--- src/rtl/siso_rr_serializer.sv ---
// Round-robin share of one LSB-first serial shift path between two word requesters.
// Bit 0 appears the cycle after acceptance; requesters see ready only while the path is idle.
module siso_rr_serializer #(
    parameter int N = 4
) (
    input  logic         clk,
    input  logic         rst,
    input  logic         req0,
    input  logic [N-1:0] data0,
    output logic         ready0,
    input  logic         req1,
    input  logic [N-1:0] data1,
    output logic         ready1,
    output logic         serial_out,
    output logic         serial_valid,
    output logic         frame_start,
    output logic         frame_end,
    output logic         owner,
    output logic         busy
);

    localparam int CW = $clog2(N);
    localparam logic [CW-1:0] LAST_CNT = CW'(N - 1);

    typedef enum logic {
        IDLE  = 1'b0,
        SHIFT = 1'b1
    } state_t;

    state_t         state;
    state_t         next_state;
    logic [N-1:0]   shift_reg;
    logic [N-1:0]   win_data;
    logic [CW-1:0]  count;
    logic           last;
    logic           accept;
    logic           winner;

    always_ff @(posedge clk or posedge rst) begin
        if (rst) begin
            state <= IDLE;
        end else begin
            state <= next_state;
        end
    end

    // Ties go to the requester that was not served last.
    always_comb begin
        next_state = state;
        ready0     = 1'b0;
        ready1     = 1'b0;
        accept     = 1'b0;
        winner     = 1'b0;
        win_data   = data0;
        case (state)
            IDLE: begin
                if (!rst && (req0 || req1)) begin
                    accept     = 1'b1;
                    winner     = (req0 && req1) ? ~last : req1;
                    ready0     = ~winner;
                    ready1     = winner;
                    win_data   = winner ? data1 : data0;
                    next_state = SHIFT;
                end
            end
            SHIFT: begin
                if (count == LAST_CNT) begin
                    next_state = IDLE;
                end
            end
            default: next_state = IDLE;
        endcase
    end

    // Bit 0 goes straight to the output register at acceptance, so the
    // shift register only holds the bits still to come.
    always_ff @(posedge clk or posedge rst) begin
        if (rst) begin
            shift_reg    <= '0;
            count        <= '0;
            last         <= 1'b1;
            serial_out   <= 1'b0;
            serial_valid <= 1'b0;
            frame_start  <= 1'b0;
            frame_end    <= 1'b0;
            owner        <= 1'b0;
            busy         <= 1'b0;
        end else if (accept) begin
            shift_reg    <= win_data >> 1;
            count        <= '0;
            last         <= winner;
            owner        <= winner;
            serial_out   <= win_data[0];
            serial_valid <= 1'b1;
            busy         <= 1'b1;
            frame_start  <= 1'b1;
            frame_end    <= 1'b0;
        end else if (state == SHIFT) begin
            frame_start <= 1'b0;
            if (count == LAST_CNT) begin
                shift_reg    <= '0;
                count        <= '0;
                serial_out   <= 1'b0;
                serial_valid <= 1'b0;
                busy         <= 1'b0;
                frame_end    <= 1'b0;
            end else begin
                count      <= count + CW'(1);
                serial_out <= shift_reg[0];
                shift_reg  <= shift_reg >> 1;
                frame_end  <= ((count + CW'(1)) == LAST_CNT);
            end
        end
    end

endmodule

--- config.mk ---
export PLATFORM = sky130hd
export DESIGN_NAME = siso_rr_serializer
export DESIGN_NICKNAME = d
export VERILOG_FILES = /design/src/rtl/siso_rr_serializer.sv
export SDC_FILE = /design/constraint.sdc
export NUM_CORES = 1
export LEC_CHECK = 0
export ABC_AREA = 1
export BUFFER_PORTS_ARGS = -buffer_cell sky130_fd_sc_hd__buf_2
export CORE_UTILIZATION = 40
export CTS_CLUSTER_DIAMETER = 80
export DETAILED_ROUTE_END_ITERATION = 8
export PLACE_DENSITY = 0.65
export SLEW_MARGIN = 10
export SYNTH_ARGS = -nofsm -noshare
export SYNTH_HDL_FRONTEND = slang
export SYNTH_SLANG_ARGS = --single-unit
--- constraint.sdc ---
create_clock -name clk -period 0.9 [get_ports clk]
set_input_delay 0 -clock clk [delete_from_list [all_inputs] [get_ports clk]]
set_output_delay 0 -clock clk [all_outputs]
set_load 0.05 [all_outputs]
==> out/metrics.cfg, run 1 <==
[status]
status = complete, but fails checks
violations = setup timing

[floorplanning]
die-area_sq_um = 1650
core_region_area_sq_um = 1350
io_pins = 20
start_util = 0.442
die_x_um = 40.6
core.rowCount = 13
die_y_um = 40.6

[drt]
drtIter0Drc = 20
num_vias = 664
avgRoutedWirePerCell_um = 15.2
dr.pass1.iters = 5
viasPerCell = 5.07
ant_nets = 0
wirelength_um = 1990
remaining_drc_errors = 0

[power]
power_frac_comb = 0.594
finalPower_uw = 3520
powerDensity_nw_per_um2 = 3220
peakVddDrop_mv = 2.49
switching_share = 0.452
p_sw_uw = 1590
p_seq_frac = 0.278
intPower_uw = 1930
power_frac_clock = 0.128
p_leak_uw = 0.000547

[yosys]
synthCells = 68
ys_warn_count = 0
syn_nets = 82
synth-seq-area-share = 0.505
ys_types = 17
synth_area_sq_um = 597
synth.avg_cell_area_sq_um = 8.78
ys_ff_latch = 12

[cts]
ctsHtreeMaxLevel = 1
clock_latency_ns = 0.28
cts_buffer_depth = 2
cts_num_sinks = 12
cts-buffers-inserted = 3
path_clk_slew_ns = 0.09
clockRootBuffer = clkbuf_4
cts_tree = done

[critical_path]
crit_required_ns = 0.90
critPathMaxStageDelay_ns = 0.57
cp_slowest_cell = dfstp_2
critical_path.cell_chain = a21oi_4 > nand2_2 > clkinvlp_4 > buf_6
end_kind = output port
worst_ep_arrival_time_ns = 1.27
start_kind = flip-flop
cp_max_fo = 4
critPathKind = flip-flop to output port

[sta]
rsz0062_at_grt = true
hold_viol_final = 0
tns_ns = -2.91
final.setup.worst_slack_ns = -0.369
finalClockSkew_ns = 0.00494
setup_viol = 14
fmax_mhz = 788
worst_pin_slew_ns = 0.224
drv_slew = 0
period_share = 1.41
holdWs_ns = 0.0922
fin_crit_ns = 1.27
slew_headroom = 0.851

[cells_and_area]
fillCellCount = 81
final_cells = 131
fin_nets = 131
largest_reg_flops = 3
syn_to_final_growth_pct = 82.8
seqCellArea_sq_um = 303
final_util = 0.808
multi_input_area_sq_um = 300
drive_gt1_frac = 0.560
antenna_cells = 0

[global_routing]
grt_pass1_vias = 534
antenna_found_initial = 0
grt_max_degree = 13
overflow = 0
track_usage = 0.230
grt_pass1_wl_um = 2360

[worst_hold_path]
hp-class = primary input to flip-flop

[placement]
gp_congestion = 0.697
dpl.hpwl_um = 947
place_inst = 109
io_buffers = 19

[flow_run]
maxCapViolations = 0

worst paths after layout:
path	from	endpoint	slack [ns]	depth (start not counted)
max reg2reg	last$_DFFE_PP1P_	shift_reg[1]$_DFFE_PP0P_	-0.32	5
min reg2reg	owner$_DFFE_PP0P_	owner$_DFFE_PP0P_	0.50	2
max in group asynchronous	rst	last$_DFFE_PP1P_	0.39	4
min	data1[1]	shift_reg[0]$_DFFE_PP0P_	0.09	5
min in group asynchronous	rst	shift_reg[2]$_DFFE_PP0P_	0.28	4
max	last$_DFFE_PP1P_	ready1	-0.37	4
routing by layer:
metal / global-route usage / wire [um] / up-vias
li1: - / - / 315
met1: 0.297 / 831 / 316
met2: 0.365 / 1040 / 27
met3: 0.0543 / 76 / 6
met4: 0.100 / 38 / 0
met5: 0 / 0 / -
cells in the final DEF, fill, tap and decap left out, types with 4 or more instances in the layout:
master and instances:
nand2_1 15, buf_4 13, buf_2 11, buf_6 11, nand3_1 10, dfrtp_1 10, dlygate4sd3_1 8, nand2_2 6
clkbuf_4 4
stage by stage:
stage                     setup slack [ns]  instance area [sq um]
after floorplan                    -0.0694                    618
after global placement              -0.152                    785
after detailed placement            -0.172                    785
after CTS                           -0.345                    990
after global routing                -0.414                   1090
final                               -0.369                   1090
logic make-up after synthesis:
family / Yosys count / synth area share
buffers and inverters: 10 / 0.0692
adders and majority gates: 2 / 0.0419
AOI/OAI and AO/OA: 7 / 0.0881
and+or+nand+nor: 37 / 0.296
DFF: 12 / 0.505
worst max-delay path: cells and delay by family, from the launching register on:
kind / cells / cell delay (ns)
compound gates: 1 / 0.09
buf+inv: 2 / 0.23
flops: 1 / 0.57
simple gates: 1 / 0.10
power by group through the flow:
stage	combinational [uW]	clock [uW]	sequential (uW)
after floorplan	695	0	1290
after CTS	1720	437	948
after global placement	1410	0	951
after detailed placement	1420	0	961
final	2090	450	979
after global routing	2190	487	1010
repair_timing:
| action | CTS | global route |
|---|---|---|
| gates resized for setup | 15 | 27 |
| pin swaps | 3 | 4 |
| endpoints found under the hold margin | 16 | 0 |
| setup endpoints to repair | 14 | 20 |
| buffers inserted | 5 | 6 |
| hold buffers | 8 | 0 |
Yosys cell counts:
library cell	n	area, sq um
a21oi_4	1	16.3
buf_4	1	7.51
dfrtp_1	11	275
dfstp_2	1	26.3
ha_1	2	25.0
inv_1	5	18.8
inv_2	4	15.0
nand2_1	21	78.8
nand2_2	1	6.26
nand3_1	10	50.1
nand3b_1	2	15.0
nor2_1	1	3.75
nor2_4	2	22.5
o211ai_1	1	7.51
o21ai_0	2	10.0
o21ai_1	2	10.0
o21ai_2	1	8.76
cell type report:
cell class / count / area share
inverters: 9 / 0.0493
well taps: 15 / 0.0172
flip-flops and latches: 12 / 0.278
multi-input cells: 46 / 0.275
repair buffers: 45 / 0.347
clock buffers: 4 / 0.0333
Power figures use the tool's default switching activity.
==> inputs of run 2 (changes only) <==
==> constraint.sdc (replaced) <==
create_clock -name clk -period 0.9 [get_ports clk]
set_input_delay 0.09 -clock clk [delete_from_list [all_inputs] [get_ports clk]]
set_output_delay 0.09 -clock clk [all_outputs]
set_load 0.05 [all_outputs]
==> run 2 against run 1 <==
Effect of this change: the flow still finishes with violations (setup timing); worst setup slack worse by 0.037 ns; non-clock buffer count is 13 lower; clock skew is 0.0014 ns lower; count of clock-buffer cells in the layout stayed put; combinational power is 9% lower; die area stayed put; total power is 6.7% lower; sequential share of layout area is 3.2 points higher; critical path type unchanged; largest cell class is now multi-input combinational cells.
==> out/metrics.cfg, run 2 (synthesized netlist as in run 1, its figures left out) <==
[status]
status = complete, but fails checks  ; unchanged
violations = setup timing  ; unchanged

[sta]
tns_ns = -1.96  ; was -2.91 ns
setup_viol = 17  ; was 14
final.setup.worst_slack_ns = -0.406  ; was -0.369 ns
worst_pin_slew_ns = 0.193  ; was 0.224 ns
slew_headroom = 0.871  ; was 0.851
fmax_mhz = 766  ; was 788 MHz
drv_slew = 0  ; unchanged
period_share = 1.45  ; was 1.41
finalClockSkew_ns = 0.00353  ; was 0.00494 ns
rsz0062_at_grt = true  ; unchanged
fin_crit_ns = 1.31  ; was 1.27 ns
hold_viol_final = 0  ; unchanged

[floorplanning]
core.rowCount = 13  ; unchanged
start_util = 0.442  ; unchanged
die-area_sq_um = 1650  ; unchanged
die_x_um = 40.6  ; unchanged
die_y_um = 40.6  ; unchanged
io_pins = 20  ; unchanged
core_region_area_sq_um = 1350  ; unchanged

[critical_path]
crit_cells = 4  ; unchanged
critPathTopFamily = flip-flops  ; unchanged
r2r_start = last$_DFFE_PP1P_  ; unchanged
worst_ep_arrival_time_ns = 1.22  ; was 1.27 ns
endpoint = ready1  ; unchanged
critPathBufInv = 2  ; unchanged
critPathMaxStageDelay_ns = 0.56  ; was 0.57 ns
reg2reg_to = shift_reg[0]$_DFFE_PP0P_  ; was shift_reg[1]$_DFFE_PP0P_
crit_start = last$_DFFE_PP1P_  ; unchanged
r2r_cells = 4  ; was 5
cp_max_fo = 4  ; unchanged
critical_path.cell_chain = a21oi_4 > nand2_2 > clkinvlp_4 > buf_6  ; unchanged
end_kind = output port  ; unchanged
cp_slowest_cell = dfstp_2  ; unchanged
crit_required_ns = 0.81  ; was 0.90 ns
start_kind = flip-flop  ; unchanged
r2r_setup_slack_ns = -0.28  ; was -0.32 ns
critPathKind = flip-flop to output port  ; unchanged

[cells_and_area]
final_cells = 118  ; was 131
drive_gt1_frac = 0.602  ; was 0.560
layout_commonest_cell = nand2_1  ; unchanged
final_cell_mix = nand2_1, buf_2, buf_4  ; was nand2_1, buf_4, buf_2, buf_6
antenna_cells = 0  ; unchanged
syn_to_final_growth_pct = 65.4  ; was 82.8%
largest_reg_flops = 3  ; unchanged
fin_nets = 118  ; was 131

[drt]
dr.pass1.iters = 3  ; was 5
remaining_drc_errors = 0  ; unchanged
drtIter0Drc = 6  ; was 20
avgRoutedWirePerCell_um = 11.7  ; was 15.2 um
ant_nets = 0  ; unchanged
wirelength_um = 1380  ; was 1990 um
num_vias = 555  ; was 664
viasPerCell = 4.70  ; was 5.07

[global_routing]
grt_pass1_vias = 497  ; was 534
overflow = 0  ; unchanged
grt_pass1_wl_um = 2080  ; was 2360 um
grt_max_degree = 13  ; unchanged
track_usage = 0.196  ; was 0.230
antenna_found_initial = 0  ; unchanged

[cts]
clock_latency_ns = 0.27  ; was 0.28 ns
path_clk_slew_ns = 0.08  ; was 0.09 ns
clockRootBuffer = clkbuf_4  ; unchanged
cts_tree = done  ; unchanged
cts_num_sinks = 12  ; unchanged
cts_buffer_depth = 2  ; unchanged
ctsHtreeMaxLevel = 1  ; unchanged
cts-buffers-inserted = 3  ; unchanged

[placement]
gp_congestion = 0.679  ; was 0.697
place_inst = 108  ; was 109
dp_slack_ns = -0.220  ; was -0.172 ns
io_buffers = 19  ; unchanged
dpl.hpwl_um = 969  ; was 947 um

[worst_hold_path]
hp-class = primary input to flip-flop  ; unchanged

[power]
p_leak_uw = 0.000489  ; was 0.000547 uW
peakVddDrop_mv = 2.75  ; was 2.49 mV
powerDensity_nw_per_um2 = 3320  ; was 3220 nW/um^2

[flow_run]
maxCapViolations = 0  ; unchanged

## run 2: layer usage
metal,vias up,track usage,routed length [um]
met5,-,0,0
met4,0,0.0500,0
met3,0,0.0652,32
met2,8,0.317,704
met1,255,0.248,640
li1,292,-,-
## run 2: through the flow
| stage | power [uW] | hold slack [ns] | area [sq um] | util |
|---|---|---|---|---|
| after CTS | 3060 | 0.0661 | 935 | 0.692 |
| after global placement | 2350 | 0.151 | 786 | 0.582 |
| after detailed placement | 2370 | 0.154 | 786 | 0.582 |
| after floorplan | 2000 | -0.0928 | 627 | - |
| after global routing | 3490 | 0.0739 | 987 | 0.731 |
| final | 3280 | 0.0671 | 987 | 0.731 |
## run 2: final cells by class
| class | count | area, sq um |
|---|---|---|
| timing repair buffer | 32 | 256 |
| fill | 89 | 363 |
| inverter | 9 | 48.8 |
| sequential | 12 | 305 |
| multi-input combinational | 46 | 332 |
| clock buffer | 4 | 26.3 |
| tap | 15 | 18.8 |
## run 2: worst register-to-register path: stages, from the launching register on
cell      delay, ns
dfstp_2        0.56
a21oi_4        0.07
buf_4          0.14
o211ai_1       0.19
nand3_1        0.10
## run 2: worst min path at each step
| stage | depth (start not counted) | to | slack [ns] | from |
|---|---|---|---|---|
| floorplan | 1 | count[0]$_DFFE_PP0P_ | -0.09 | rst |
| global placement | 3 | frame_start$_DFFE_PP0P_ | 0.15 | rst |
| detailed placement | 3 | shift_reg[2]$_DFFE_PP0P_ | 0.15 | rst |
| CTS | 3 | shift_reg[1]$_DFFE_PP0P_ | 0.07 | data0[2] |
| global route | 3 | shift_reg[2]$_DFFE_PP0P_ | 0.07 | data1[3] |
| finish | 3 | shift_reg[2]$_DFFE_PP0P_ | 0.07 | data1[3] |
## run 2: power by group
group | total (uW) | internal, uW | switching, uW
Clock | 349 | 171 | 178
Combinational | 1910 | 821 | 1090
Sequential | 1020 | 803 | 217
## run 2: what timing repair did
item / CTS / global route
gates resized for setup: 25 / 11
setup endpoints to repair: 20 / 20
buffers inserted: 4 / 3
pin swaps: 4 / 8
hold buffers: 1 / 0
hold endpoints to repair: 11 / 0
